### src/rtl/fdct_pkg.sv
// Shared constants and FSM state type for the 4-point forward DCT (fdct4_serial).
package fdct_pkg;

    localparam int C64       = 64;
    localparam int C83       = 83;
    localparam int C36       = 36;
    localparam int ACC_W     = 34;
    localparam int DEF_SHIFT = 12;
    localparam int DEF_ADD   = 2048;
    localparam int SAT_MAX   = 32767;
    localparam int SAT_MIN   = -32768;

    typedef enum logic [1:0] {
        LOAD = 2'd0,
        BFLY = 2'd1,
        OUT  = 2'd2
    } state_t;

endpackage

### src/rtl/fdct4_serial_if.sv
// Sample-in / coefficient-out stream bundle for fdct4_serial; slave is the DCT side.
interface fdct4_serial_if #(
    parameter int DW = 25
) ();

    logic signed [DW-1:0] d_in;
    logic                 in_valid;
    logic                 in_ready;
    logic signed [DW-1:0] d_out;
    logic                 out_valid;
    logic                 out_ready;
    logic [1:0]           out_idx;
    logic                 out_last;

    modport slave (
        input  d_in, in_valid, out_ready,
        output in_ready, d_out, out_valid, out_idx, out_last
    );

    modport master (
        output d_in, in_valid, out_ready,
        input  in_ready, d_out, out_valid, out_idx, out_last
    );

endinterface

### src/rtl/fdct4_coef_mac.sv
// Combinational coefficient generator: selects y[idx] from the butterfly terms, rounds and shifts.
// Optional signed 16-bit output clamp when FDCT_SAT_EN is defined.
module fdct4_coef_mac
    import fdct_pkg::*;
#(
    parameter int DW    = 25,
    parameter int SHIFT = DEF_SHIFT,
    parameter int ADD   = DEF_ADD
) (
    input  logic [1:0]           i_idx,
    input  logic signed [DW:0]   i_e0,
    input  logic signed [DW:0]   i_e1,
    input  logic signed [DW:0]   i_o0,
    input  logic signed [DW:0]   i_o1,
    output logic signed [DW-1:0] o_coef
);

    localparam logic signed [ACC_W-1:0] K64  = ACC_W'(C64);
    localparam logic signed [ACC_W-1:0] K83  = ACC_W'(C83);
    localparam logic signed [ACC_W-1:0] K36  = ACC_W'(C36);
    localparam logic signed [ACC_W-1:0] KADD = ACC_W'(ADD);

    logic signed [ACC_W-1:0] w_e0;
    logic signed [ACC_W-1:0] w_e1;
    logic signed [ACC_W-1:0] w_o0;
    logic signed [ACC_W-1:0] w_o1;
    logic signed [ACC_W-1:0] w_sum;
    logic signed [ACC_W-1:0] w_rnd;

    assign w_e0 = {{(ACC_W-DW-1){i_e0[DW]}}, i_e0};
    assign w_e1 = {{(ACC_W-DW-1){i_e1[DW]}}, i_e1};
    assign w_o0 = {{(ACC_W-DW-1){i_o0[DW]}}, i_o0};
    assign w_o1 = {{(ACC_W-DW-1){i_o1[DW]}}, i_o1};

    always_comb begin
        w_sum = '0;
        case (i_idx)
            2'd0:    w_sum = K64 * (w_e0 + w_e1);
            2'd1:    w_sum = (K83 * w_o0) + (K36 * w_o1);
            2'd2:    w_sum = K64 * (w_e0 - w_e1);
            default: w_sum = (K36 * w_o0) - (K83 * w_o1);
        endcase
    end

    assign w_rnd = w_sum + KADD;

`ifdef FDCT_SAT_EN
    localparam logic signed [ACC_W-1:0] KMAX = ACC_W'(SAT_MAX);
    localparam logic signed [ACC_W-1:0] KMIN = ACC_W'(SAT_MIN);

    logic signed [ACC_W-1:0] w_shift;
    assign w_shift = w_rnd >>> SHIFT;

    always_comb begin
        o_coef = DW'(w_shift);
        if (w_shift > KMAX) begin
            o_coef = DW'(KMAX);
        end else if (w_shift < KMIN) begin
            o_coef = DW'(KMIN);
        end
    end
`else
    assign o_coef = DW'(w_rnd >>> SHIFT);
`endif

endmodule

### src/rtl/fdct4_serial.sv
// Serial 4-point HEVC forward DCT: load x0..x3, one butterfly cycle, stream y0..y3 with backpressure.
// Build option: FDCT_SAT_EN clamps each coefficient to signed 16-bit.
module fdct4_serial
    import fdct_pkg::*;
#(
    parameter int DW    = 25,
    parameter int SHIFT = DEF_SHIFT,
    parameter int ADD   = DEF_ADD
) (
    input  logic           clk,
    input  logic           reset,
    fdct4_serial_if.slave  bus
);

    state_t               r_state;
    logic [1:0]           r_cnt;
    logic [1:0]           r_idx;
    logic signed [DW-1:0] r_x [4];
    logic signed [DW:0]   r_e0;
    logic signed [DW:0]   r_e1;
    logic signed [DW:0]   r_o0;
    logic signed [DW:0]   r_o1;
    logic                 r_in_ready;
    logic                 r_out_valid;
    logic signed [DW-1:0] r_d_out;
    logic                 r_out_last;

    logic signed [DW:0]   w_e0;
    logic signed [DW:0]   w_e1;
    logic signed [DW:0]   w_o0;
    logic signed [DW:0]   w_o1;
    logic [1:0]           w_mac_idx;
    logic signed [DW:0]   w_mac_e0;
    logic signed [DW:0]   w_mac_e1;
    logic signed [DW:0]   w_mac_o0;
    logic signed [DW:0]   w_mac_o1;
    logic signed [DW-1:0] w_coef;

    assign w_e0 = {r_x[0][DW-1], r_x[0]} + {r_x[3][DW-1], r_x[3]};
    assign w_e1 = {r_x[1][DW-1], r_x[1]} + {r_x[2][DW-1], r_x[2]};
    assign w_o0 = {r_x[0][DW-1], r_x[0]} - {r_x[3][DW-1], r_x[3]};
    assign w_o1 = {r_x[1][DW-1], r_x[1]} - {r_x[2][DW-1], r_x[2]};

    // y0 is registered on the BFLY edge from the live butterfly; later beats use the stored terms.
    always_comb begin
        w_mac_idx = r_idx + 2'd1;
        w_mac_e0  = r_e0;
        w_mac_e1  = r_e1;
        w_mac_o0  = r_o0;
        w_mac_o1  = r_o1;
        if (r_state == BFLY) begin
            w_mac_idx = 2'd0;
            w_mac_e0  = w_e0;
            w_mac_e1  = w_e1;
            w_mac_o0  = w_o0;
            w_mac_o1  = w_o1;
        end
    end

    fdct4_coef_mac #(
        .DW    (DW),
        .SHIFT (SHIFT),
        .ADD   (ADD)
    ) u_mac (
        .i_idx  (w_mac_idx),
        .i_e0   (w_mac_e0),
        .i_e1   (w_mac_e1),
        .i_o0   (w_mac_o0),
        .i_o1   (w_mac_o1),
        .o_coef (w_coef)
    );

    always_ff @(posedge clk or negedge reset) begin
        if (!reset) begin
            r_state     <= LOAD;
            r_cnt       <= 2'd0;
            r_idx       <= 2'd0;
            for (int i = 0; i < 4; i++) begin
                r_x[i] <= '0;
            end
            r_e0        <= '0;
            r_e1        <= '0;
            r_o0        <= '0;
            r_o1        <= '0;
            r_in_ready  <= 1'b0;
            r_out_valid <= 1'b0;
            r_d_out     <= '0;
            r_out_last  <= 1'b0;
        end else begin
            case (r_state)
                LOAD: begin
                    r_in_ready <= 1'b1;
                    if (bus.in_valid && r_in_ready) begin
                        r_x[r_cnt] <= bus.d_in;
                        r_cnt      <= r_cnt + 2'd1;
                        if (r_cnt == 2'd3) begin
                            r_state    <= BFLY;
                            r_in_ready <= 1'b0;
                        end
                    end
                end
                BFLY: begin
                    r_e0        <= w_e0;
                    r_e1        <= w_e1;
                    r_o0        <= w_o0;
                    r_o1        <= w_o1;
                    r_d_out     <= w_coef;
                    r_idx       <= 2'd0;
                    r_out_last  <= 1'b0;
                    r_out_valid <= 1'b1;
                    r_in_ready  <= 1'b0;
                    r_state     <= OUT;
                end
                OUT: begin
                    if (bus.out_ready) begin
                        if (r_idx == 2'd3) begin
                            r_state     <= LOAD;
                            r_cnt       <= 2'd0;
                            r_idx       <= 2'd0;
                            r_out_valid <= 1'b0;
                            r_d_out     <= '0;
                            r_out_last  <= 1'b0;
                            r_in_ready  <= 1'b1;
                        end else begin
                            r_idx      <= r_idx + 2'd1;
                            r_d_out    <= w_coef;
                            r_out_last <= (r_idx == 2'd2);
                        end
                    end
                end
                default: begin
                    r_state    <= LOAD;
                    r_cnt      <= 2'd0;
                    r_in_ready <= 1'b0;
                end
            endcase
        end
    end

    assign bus.in_ready  = r_in_ready;
    assign bus.out_valid = r_out_valid;
    assign bus.d_out     = r_d_out;
    assign bus.out_idx   = r_idx;
    assign bus.out_last  = r_out_last;

endmodule

### src/flat_wrapper.sv
// flat-port wrapper written by rule: the top's interface ports become plain ports
module fdct4_serial_flat import fdct_pkg::*;
#(
    parameter int DW    = 25,
    parameter int SHIFT = DEF_SHIFT,
    parameter int ADD   = DEF_ADD
)
  (clk, reset, bus_d_in, bus_in_valid, bus_out_ready, bus_in_ready, bus_d_out, bus_out_valid, bus_out_idx, bus_out_last);
  fdct4_serial_if #(.DW(DW)) bus_i ();
  input  logic clk;
  input  logic reset;
  input wire logic [$bits(bus_i.d_in)-1:0] bus_d_in;
  input wire logic [$bits(bus_i.in_valid)-1:0] bus_in_valid;
  input wire logic [$bits(bus_i.out_ready)-1:0] bus_out_ready;
  output wire logic [$bits(bus_i.in_ready)-1:0] bus_in_ready;
  output wire logic [$bits(bus_i.d_out)-1:0] bus_d_out;
  output wire logic [$bits(bus_i.out_valid)-1:0] bus_out_valid;
  output wire logic [$bits(bus_i.out_idx)-1:0] bus_out_idx;
  output wire logic [$bits(bus_i.out_last)-1:0] bus_out_last;
  assign bus_i.d_in = bus_d_in;
  assign bus_i.in_valid = bus_in_valid;
  assign bus_i.out_ready = bus_out_ready;
  assign bus_in_ready = bus_i.in_ready;
  assign bus_d_out = bus_i.d_out;
  assign bus_out_valid = bus_i.out_valid;
  assign bus_out_idx = bus_i.out_idx;
  assign bus_out_last = bus_i.out_last;
  fdct4_serial #(.DW(DW), .SHIFT(SHIFT), .ADD(ADD)) u_core (.clk(clk), .reset(reset), .bus(bus_i));
endmodule
### config.mk
export PLATFORM = sky130hd
export DESIGN_NAME = fdct4_serial_flat
export DESIGN_NICKNAME = d
export VERILOG_FILES = /design/src/rtl/fdct_pkg.sv /design/src/rtl/fdct4_serial_if.sv /design/src/rtl/fdct4_coef_mac.sv /design/src/rtl/fdct4_serial.sv /design/src/flat_wrapper.sv
export SDC_FILE = /design/constraint.sdc
export NUM_CORES = 1
export LEC_CHECK = 0
export CORE_UTILIZATION = 41
export CTS_CLUSTER_SIZE = 14
export DETAILED_ROUTE_END_ITERATION = 12
export HOLD_SLACK_MARGIN = 0.08
export PLACE_DENSITY = 0.55
export RECOVER_POWER = 100
export SYNTH_ARGS = -nofsm -noshare
export SYNTH_HDL_FRONTEND = slang
export SYNTH_SLANG_ARGS = --single-unit
### constraint.sdc
create_clock -name clk -period 16.9 [get_ports clk]
set_clock_uncertainty 0.05 [all_clocks]
set_input_delay 1.69 -clock clk [delete_from_list [all_inputs] [get_ports clk]]
set_output_delay 1.69 -clock clk [all_outputs]
set_load 0.01 [all_outputs]
* Word level (Yosys, flattened, before mapping)
Index checks and enable logic that the tools add are counted.
** Storage, ports and cells
- Bits in registers :: 238
- Input port bits :: 29
- Output and inout bits :: 30
- Logic and storage cells :: 89
** Cells by class
- Multipliers :: 4
- Eq/ne operators :: 11
- Multiplexer cells :: 33
- $add $sub $neg :: 11
- Bitwise gates (word level) :: 2
- $lt $le $gt $ge :: 2
- Reduce and logical (&&, ||, !) cells :: 11
** Operator list (number)
- $mux W26 :: 4
- $pmux W34 S3 :: 1
- $bwmux W100 :: 1
- $mux W25 :: 3
- $mul A8 B26 Y34 const A :: 2
- $mul A5 B26 Y31 const A :: 2
- $add A25 B25 Y26 :: 2
- $sub A25 B25 Y26 :: 2
- $demux W25 S2 :: 1
- $pmux W25 S2 :: 1
- $add A34 B13 Y34 const B :: 1
- $add A34 B33 Y34 :: 1
- $sub A33 B34 Y34 :: 1
- $add A26 B26 Y27 :: 1
- $sub A26 B26 Y27 :: 1
- $mux W2 :: 8
- $pmux W2 S3 :: 2
- $eq A2 B2 Y1 const B :: 5
- $mux W1 :: 8
- $reduce_and A4 Y1 :: 2
- $ne A2 B1 Y1 const B :: 3
- $pmux W1 S2 :: 3
- $reduce_and A2 Y1 :: 3
- $add A2 B1 Y2 const B :: 2
- other kinds (11) :: 14

* Logic depth before layout (Yosys ltp)
Gate-level depths: netlist (run 1).
- Word-level depth :: 9
- Depth in mapped cells :: 47
- Depth with buffers taken out :: 45

* Hierarchy
Synthesis (run 1) repeated with hierarchy kept, for this count alone.
** Second synthesis, totals
- Cell total of the unflattened synthesis :: 3414
- Area total of the unflattened synthesis :: 29299.4 sq um
** By module, submodules not included
- fdct4_coef_mac :: cells each 1862, area each 15102.0 sq um, times used 1, seq. area each 0.0 sq um
- fdct4_serial :: cells each 1552, area each 14197.4 sq um, times used 1, seq. area each 5955.7 sq um

* Least setup slack after synthesis (run 1)
Ideal clock, no wire load.
- Kind :: register -> register
- Start :: register u_core.r_x[50] in the netlist's numbering
- End :: register u_core.r_d_out[20], in the netlist u_core.bus.d_out[20]
- Setup time :: 126 ps
- Slack :: 6791 ps
- Period minus slack after synthesis :: 10109 ps
- Required time :: 16724 ps
- Buffers on the path :: 1
- Arrival :: 9933 ps
- Stages on the path, launching flop included :: 43
- Path through :: dfrtp_1 -> inv_1 -> ha_1 -> inv_1 -> fa_1 -> a21o_1 -> a21oi_1 -> o21ai_1 -> a211o_1 -> a21o_1 -> a21o_1 -> a221o_1 -> xnor2_1 -> nor2_1 -> a21oi_1 -> clkinv_1 -> xnor2_1 -> ha_1 -> (+7 left out) -> fa_1 -> inv_1 -> fa_1 -> inv_1 -> ha_1 -> clkbuf_1 -> a21o_1 -> a21o_1 -> a21o_1 -> o21ai_0 -> a21oi_1 -> or3_1 -> a32o_1 -> nor2_1 -> nand4b_1 -> or2_2 -> o311a_1 -> a221o_1
** Between the ends
- Word-level cells in the longest chain between the ends :: 9
- Elaborated cells on any way between the ends :: 15
- Classes of those cells :: 7 x add/sub; 2 x mul; 6 x mux
** RTL lines
- from (decl) :: line fdct4_serial.sv:18 : logic signed [DW-1:0] r_x [4];
- from (signal, indexed assignment) :: line fdct4_serial.sv:94 : r_x[r_cnt] <= bus.d_in;
- $sub A25 B25 Y26 * :: line fdct4_serial.sv:42 : assign w_o1 = {r_x[1][DW-1], r_x[1]} - {r_x[2][DW-1], r_x[2]};
- $mux W26 *
- named net u_core.u_mac.i_o1[16] :: line fdct4_coef_mac.sv:14 : input logic signed [DW:0] i_o1,
- $mul A8 B26 Y34 / $mul A5 B26 Y31 (equally long branches) :: line fdct4_coef_mac.sv:41, fdct4_coef_mac.sv:39
- $sub A33 B34 Y34 / $add A34 B33 Y34 (equally long branches) :: line fdct4_coef_mac.sv:41, fdct4_coef_mac.sv:39
- $pmux W34 S3 * :: line fdct4_coef_mac.sv:37 : case (i_idx)
- $add A34 B13 Y34 * :: line fdct4_coef_mac.sv:45 : assign w_rnd = w_sum + KADD;
- $mux W25 :: line fdct4_serial.sv:116 : if (r_idx == 2'd3) begin
- $mux W25 :: line fdct4_serial.sv:115 : if (bus.out_ready) begin
- $pmux W25 S2 * :: line fdct4_serial.sv:90 : case (r_state)
- to (signal assigned) :: line fdct4_serial.sv:107 : r_d_out <= w_coef;
- to (signal assigned) :: line fdct4_serial.sv:126 : r_d_out <= w_coef;
- to (decl) :: line fdct4_serial.sv:25 : logic signed [DW-1:0] r_d_out;
The timed path passes the listed nets; every way through them passes the cells marked *. The select of a mux whose other input is x is not followed.
A chain may end at the register's enable or synchronous reset.

* Worst setup path in the final report (run 1)
- Start :: register u_core.r_state[1]
- End :: register u_core.r_d_out[23], in the netlist u_core.bus.d_out[23]
** Between the ends
- Word-level cells in the longest chain between the ends :: 9
- Elaborated cells on any way between the ends :: 26
- Classes of those cells :: 5 x add/sub; 4 x mul; 5 x eq/ne; 9 x mux; 3 x reduce/logical
** RTL lines
- from (decl) :: line fdct4_serial.sv:15 : state_t r_state;
- from (signal assigned) :: line fdct4_serial.sv:75 : r_state <= LOAD;
- from (signal assigned) :: line fdct4_serial.sv:97 : r_state <= BFLY;
- from (signal assigned) :: line fdct4_serial.sv:112 : r_state <= OUT;
- $eq A2 B1 Y1 * :: line fdct4_serial.sv:51 : if (r_state == BFLY) begin
- $mux W26 *
- named net u_core.u_mac.i_o1[25] :: line fdct4_coef_mac.sv:14
- $mul A8 B26 Y34 / $mul A5 B26 Y31 (equally long branches) :: line fdct4_coef_mac.sv:41, fdct4_coef_mac.sv:39
- $sub A33 B34 Y34 / $add A34 B33 Y34 (equally long branches) :: line fdct4_coef_mac.sv:41, fdct4_coef_mac.sv:39
- $pmux W34 S3 * :: line fdct4_coef_mac.sv:37
- $add A34 B13 Y34 * :: line fdct4_coef_mac.sv:45
- $mux W25 :: line fdct4_serial.sv:116
- $mux W25 :: line fdct4_serial.sv:115
- $pmux W25 S2 * :: line fdct4_serial.sv:90
Marked as above.

==> impl_metrics.csv, run 1 <==
group,metric,value,unit
drt,via_per_inst,5.40,
drt,drt_first_pass_iters,5,
synthesis,synth_seq_cells,235,
setup_path,cpPeakStageDelay,2.00,ns
die,dieArea,0.0703,sq mm
global_routing,grt_max_degree,96,
die,fp.dieW,265,um
placed_design,routabilityCongestion,0.948,
clock_tree,ctsHoldBuffers,0,
timing,post-route-period-util,78.7,%
synthesis,synthDistinctLibCells,101,
timing,setup_viol,0,
die,num_rows,96,
synthesis,yosys-top-cells-count,"465 x inv_1, 414 x ha_1, 271 x nand2_1",
placed_design,io_buffers,58,
drt,drt_iter0_drc,1474,
clock_tree,ctsLongestPathBuffers,3,
clock_tree,cts.sinks,235,
synthesis,synth_edf_count,0,
run_status,status,"finished, violations left",
die,initial_utilization,41.4,%
setup_path,worst_setup_path_end_kind,"flip-flop",
setup_path,required,17.28,ns
clock_tree,cts_made_buffers,35,
timing,rsz0062_at_grt,"no",
synthesis,yosys-top-cells-area,"dfrtp_1 21%, ha_1 18%, fa_1 11%",
run_status,violations,"capacitance limit, slew limit",
global_routing,antenna_found_initial,2,
synthesis,yosysTopAreaCell,"dfrtp_1",
setup_path,arrival,13.68,ns
die,ioPinCount,59,
timing,slew_headroom,-272,%
synthesis,async_flop_share,100,%
synthesis,synth_area_per_cell,8.63,sq um
drt,vias,23100,
clock_tree,clock_latency,0.56,ns
drt,ant_nets,0,
global_routing,grt_pass1_vias,23400,
final_layout,drive_gt1_share,6.05,%
final_layout,area_delta_synth_final,9.80,%
drt,wire_per_inst,18.7,um
clock_tree,cts_resized,0,
clock_tree,cts_tree,"yes",
timing,fmax,75.2,MHz
final_layout,multi_input_area,0.0203,sq mm
global_routing,gr-total-overflow,0,
global_routing,grt_pass1_wl,127000,um
die,die_h,265,um
setup_path,path_class,"reg -> reg",
synthesis,synthCells,3289,
synthesis,yosys_warnings,0,
setup_path,cp_slowest_cell,"clkbuf_1",
clock_tree,clock-root-buffer,"clkbuf_16",
global_routing,globalRouteTotalUtil,22.9,%
timing,tightest_slew,5.58,ns
clock_tree,post_cts_buffers,0,
final_layout,seq_area,0.00588,sq mm
final_layout,fin_nets,3929,
timing,hold_violations,0,
drt,totalWireLength,80100,um
synthesis,synth_top_area_share,20.7,%
timing,drv_slew,612,
job,drv_cap,12,
setup_path,cp_common_cell,"ha_1",
clock_tree,path_clk_slew,0.05,ns
clock_tree,cts_max_level,2,
synthesis,syn_nets,3887,
synthesis,yosysMostFrequentCell,"inv_1",
synthesis,netlist_area,0.0284,sq mm
timing,post-route-min-period,13.30,ns
setup_path,crit_path_start_kind,"flip-flop",
setup_path,critical_path_peak_fanout,72,
die,coreArea,0.0686,sq mm
synthesis,synth_seq_area_share,20.7,%
final_layout,n_fill_cell,6710,
timing,finalSetupTns,0,ns
synthesis,synthFlopType,"dfrtp_1",
placed_design,hpwl,65300,um
drt,remaining_drc_errors,0,
worst_hold_path,hp-class,"reg -> reg",
==> cells by family (layout without fill, tap and decap cells) <==
kind of cell / count (synthesis) / in the layout / synth area share, %
compound gates: 779 / 779 / 18.1
xor+xnor: 232 / 232 / 7.26
fa+ha+maj: 569 / 569 / 29.2
buf+inv: 574 / 642 / 7.71
flops: 235 / 235 / 20.7
mux: 94 / 94 / 3.65
other cells: 0 / 1 / 0
simple gates: 806 / 806 / 13.4
==> state kept, by name, summed over array words and instances, names as in the netlist <==
signal	cells
u_core.bus.d_out	22
u_core.bus.in_ready	1
u_core.bus.out_idx	2
u_core.bus.out_last	1
u_core.bus.out_valid	1
u_core.r_cnt	2
u_core.r_e0	26
u_core.r_e1	26
u_core.r_o0	26
u_core.r_o1	26
u_core.r_state	2
u_core.r_x	100
==> layer usage <==
metal	routed length [um]	global-route usage, %	part of all wire (%)	vias to the layer above
li1	-	-	-	11300
met4	1920	5.86	2.4	0
met5	0	0	0	-
met1	39400	32.7	49	11200
met3	3440	2.46	4.3	112
met2	35300	36.9	44	511
==> cell type report <==
type	instances	share of cell area [%]
tap	931	3.74
clock buffer	46	3.23
multi-input combinational	2480	65.1
timing repair buffer	106	2.59
inverter	473	5.70
sequential	235	18.9
antenna	1	0.00803
clock inverter	17	0.731
==> worst paths after layout <==
| check | startpoint | to | slack, ns | depth (start not counted) |
|---|---|---|---|---|
| hold / removal | u_core.bus.d_out[10]$_DFFE_PN0P_ | u_core.bus.d_out[10]$_DFFE_PN0P_ | 0.42 | 2 |
| setup / recovery | u_core.r_state[1]$_DFFE_PN0P_ | u_core.bus.d_out[23]$_DFFE_PN0P_ | 3.60 | 28 |
| max in group asynchronous | reset | u_core.r_e0[7]$_DFF_PN0_ | 5.14 | 3 |
| setup reg to reg | u_core.r_state[1]$_DFFE_PN0P_ | u_core.bus.d_out[23]$_DFFE_PN0P_ | 3.60 | 28 |
| min in group asynchronous | reset | u_core.bus.d_out[1]$_DFFE_PN0P_ | 3.14 | 1 |
| hold reg to reg | u_core.bus.d_out[10]$_DFFE_PN0P_ | u_core.bus.d_out[10]$_DFFE_PN0P_ | 0.42 | 2 |
==> cell usage in the layout (no fill, tap or decap), types with 11 or more instances in the layout <==
| master | n |
|---|---|
| a211o_1 | 15 |
| a211oi_1 | 34 |
| a21o_1 | 68 |
| a21oi_1 | 203 |
| a31oi_1 | 24 |
| and2_1 | 14 |
| and3_1 | 25 |
| buf_4 | 14 |
| clkbuf_1 | 37 |
| clkbuf_16 | 35 |
| clkdlybuf4s50_1 | 26 |
| dfrtp_1 | 235 |
| dlygate4sd3_1 | 31 |
| fa_1 | 155 |
| ha_1 | 414 |
| inv_1 | 468 |
| mux2_2 | 76 |
| mux2i_1 | 17 |
| nand2_1 | 271 |
| nand2b_1 | 29 |
| nand3_1 | 50 |
| nand4_1 | 17 |
| nor2_1 | 206 |
| nor2b_1 | 24 |
| nor3_1 | 66 |
| nor3b_1 | 12 |
| nor4_1 | 12 |
| o211ai_1 | 16 |
| o21a_1 | 36 |
| o21ai_0 | 188 |
| o21ai_1 | 11 |
| o21bai_1 | 29 |
| o31ai_1 | 17 |
| or2_2 | 16 |
| or3_1 | 28 |
| xnor2_1 | 180 |
| xor2_1 | 50 |
==> worst max-delay path, delay by kind of cell (launching register included) <==
family	cells	cell delay, ns
AND/OR/NAND/NOR	8	3.38
multiplexers	1	0.14
flip-flops	1	0.64
adder cells (fa/ha/maj)	6	2.44
buffers and inverters	4	3.69
AO/OA/AOI/OAI	9	2.76
==> metrics by stage <==
stage / instances / area, sq um / util [%] / setup WS (ns) / hold WS [ns]
3_5_place_dp: 4225 / 30100 / 43.9 / 5.59 / 0.420
6_report: 4289 / 31200 / 45.4 / 3.60 / 0.417
2_1_floorplan: 3289 / 28400 / - / 6.79 / 0.411
5_1_grt: 4288 / 31200 / 45.4 / 2.51 / 0.442
3_3_place_gp: 4225 / 30100 / 43.9 / 5.86 / 0.412
4_1_cts: 4288 / 31300 / 45.7 / 5.54 / 0.431
Power of run 1 is not shown: default switching activity piles up to over one toggle a cycle in this logic, so the estimate is an artifact.
==> inputs of run 2 (changes only) <==
PLACE_DENSITY = 0.58   (was 0.55)
clock period = 11.15 ns   (was 16.9 ns; I/O delays follow)
==> run 2 against run 1 <==
Net effect:
- the run still ends with capacitance limit, slew limit left
- critical endpoint is now u_core.bus.d_out[20]$_DFFE_PN0P_
- via count is 2.0% lower
- die area is the same
- wire length fell by 4.2%
- clock-buffer cell count is the same
- critical path depth grew 12
- utilization barely moved
- register-to-register slack lost 3.0 ns
- final cell count is essentially flat
- flip-flop and latch count stayed put
- worst setup slack got worse by 3.0 ns
==> impl_metrics.csv, run 2 (same netlist as run 1, synthesis figures left out) <==
group,metric,value,unit
run_status,status,"finished, violations left",
run_status,violations,"capacitance limit, slew limit",
timing,finalSetupTns,0,ns
clock_tree,path_clk_slew,0.05,ns
global_routing,grt_max_degree,143,
setup_path,reg2reg_slack,0.64,ns
worst_hold_path,hold_end,"u_core.bus.d_out[1]$_DFFE_PN0P_",
global_routing,grt_pass1_wl,123000,um
setup_path,required,11.51,ns
setup_path,cp_slowest_cell,"or4_1",
setup_path,cp_common_cell,"a21o_1",
placed_design,routabilityCongestion,0.903,
placed_design,io_buffers,58,
worst_hold_path,hold_path.startpoint,"u_core.bus.d_out[1]$_DFFE_PN0P_",
timing,whs,0.418,ns
die,coreArea,0.0686,sq mm
global_routing,grt_pass1_vias,22500,
setup_path,crit_path_start_kind,"flip-flop",
timing,hold_violations,0,
drt,remaining_drc_errors,0,
setup_path,critical_path_peak_fanout,6,
placed_design,hpwl,62700,um
worst_hold_path,whs_path_depth,2,
clock_tree,cts_tree,"yes",
drt,drt_first_pass_iters,6,
timing,tightest_slew,5.51,ns
clock_tree,clock-root-buffer,"clkbuf_16",
die,dieArea,0.0703,sq mm
final_layout,final_util,45.5,%
drt,ant_nets,0,
clock_tree,cts.sinks,235,
die,num_rows,96,
drt,vias,22700,
timing,post-route-min-period,10.51,ns
clock_tree,clock_latency,0.56,ns
die,ioPinCount,59,
setup_path,path_class,"reg -> reg",
setup_path,worst_setup_path_end_kind,"flip-flop",
drt,wire_per_inst,17.9,um
global_routing,gr-total-overflow,0,
final_layout,largest_reg_flops,100,
final_layout,mostFrequentLayoutCells,"468 x inv_1, 414 x ha_1, 271 x nand2_1, 235 x dfrtp_1, 206 x nor2_1",
timing,setup_viol,0,
job,drv_cap,5,
drt,totalWireLength,76800,um
final_layout,drive_gt1_share,6.49,%
global_routing,globalRouteTotalUtil,22.0,%
setup_path,cpPeakStageDelay,0.58,ns
setup_path,arrival,10.87,ns
setup_path,r2r_cells,40,
final_layout,top_register,"u_core.r_x",
setup_path,r2r_start,"u_core.r_x[50]$_DFFE_PN0P_",
timing,slew_headroom,-267,%
clock_tree,post_cts_buffers,0,
final_layout,antennaDiodeCount,0,
die,die_h,265,um
final_layout,layout_commonest_cell,"inv_1",
final_layout,area_delta_synth_final,9.83,%
clock_tree,cts_max_level,2,
die,fp.dieW,265,um
final_layout,fin_nets,3936,
timing,rsz0062_at_grt,"no",
drt,drt_iter0_drc,1269,
drt,via_per_inst,5.29,
timing,post-route-period-util,94.3,%
clock_tree,cts_made_buffers,34,
timing,fmax,95.1,MHz
worst_hold_path,hp-class,"reg -> reg",
die,initial_utilization,41.4,%
setup_path,r2r-end,"u_core.bus.d_out[20]$_DFFE_PN0P_",
global_routing,antenna_found_initial,0,
clock_tree,ctsLongestPathBuffers,3,
timing,drv_slew,340,
[run 2: changes by cell type in the layout (fill, tap and decap cells not counted), moves of 3 or more]
cell        before  now
o21ai_1         11   16
clkinvlp_4       5    2
clkbuf_1        37   29
clkbuf_8         9    5
o21ai_0        188  182
buf_4           14   34
[run 2: how the worst max path moves through the flow]
stage                                     startpoint                          endpoint  slack [ns]
after global placement    u_core.r_x[50]$_DFFE_PN0P_  u_core.bus.d_out[20]$_DFFE_PN0P_        0.77
after floorplan           u_core.r_x[50]$_DFFE_PN0P_  u_core.bus.d_out[20]$_DFFE_PN0P_        1.04
final                     u_core.r_x[50]$_DFFE_PN0P_  u_core.bus.d_out[20]$_DFFE_PN0P_        0.64
after global routing      u_core.r_x[50]$_DFFE_PN0P_  u_core.bus.d_out[14]$_DFFE_PN0P_        0.03
after detailed placement  u_core.r_x[50]$_DFFE_PN0P_  u_core.bus.d_out[20]$_DFFE_PN0P_        0.63
after CTS                 u_core.r_x[50]$_DFFE_PN0P_  u_core.bus.d_out[20]$_DFFE_PN0P_        0.57
[run 2: worst max-delay path, delay by kind of cell (launching register included)]
| family | cells | cell delay (ns) |
|---|---|---|
| and+or+nand+nor | 7 | 1.80 |
| xor gates and xnor gates | 3 | 0.61 |
| DFF | 1 | 0.39 |
| buffers and inverters | 5 | 0.44 |
| AOI/OAI and AO/OA | 17 | 3.99 |
| adders and majority gates | 8 | 3.10 |
[run 2: stage by stage]
stage               cells  instance area [sq um]  worst slack, ns
CTS                  4292                  31300            0.566
finish               4292                  31200            0.635
global placement     4233                  30200            0.772
detailed placement   4233                  30200            0.634
floorplan            3289                  28400             1.04
global route         4292                  31200           0.0294
[run 2: layout make-up]
| cell class | count | area [sq um] |
|---|---|---|
| multi-input combinational | 2480 | 20300 |
| fill | 6901 | 37400 |
| sequential | 235 | 5880 |
| clock buffer | 46 | 946 |
| timing repair buffer | 114 | 913 |
| inverter | 473 | 1780 |
| tap | 931 | 1160 |
| clock inverter | 13 | 189 |
[run 2: metal layers]
layer / routed length, um / global-route usage, % / vias up
met5: 0 / 0 / -
met4: 1060 / 4.12 / 0
met3: 3910 / 3.43 / 63
met2: 33400 / 34.4 / 410
met1: 38400 / 32.1 / 10900
li1: - / - / 11300
[run 2: timing repair]
action | in CTS | in global routing
setup endpoints to repair | 0 | 2
hold buffers | 0 | 0
gates resized for setup | 0 | 2
Power of run 2 is left out for the same reason.
==> inputs of run 3 (changes only) <==
TNS_END_PERCENT = 100   (was default)
==> results of run 3 <==
The final DEF is identical to that of run 2; final timing and power are the same.
Power of run 3 is left out for the same reason.
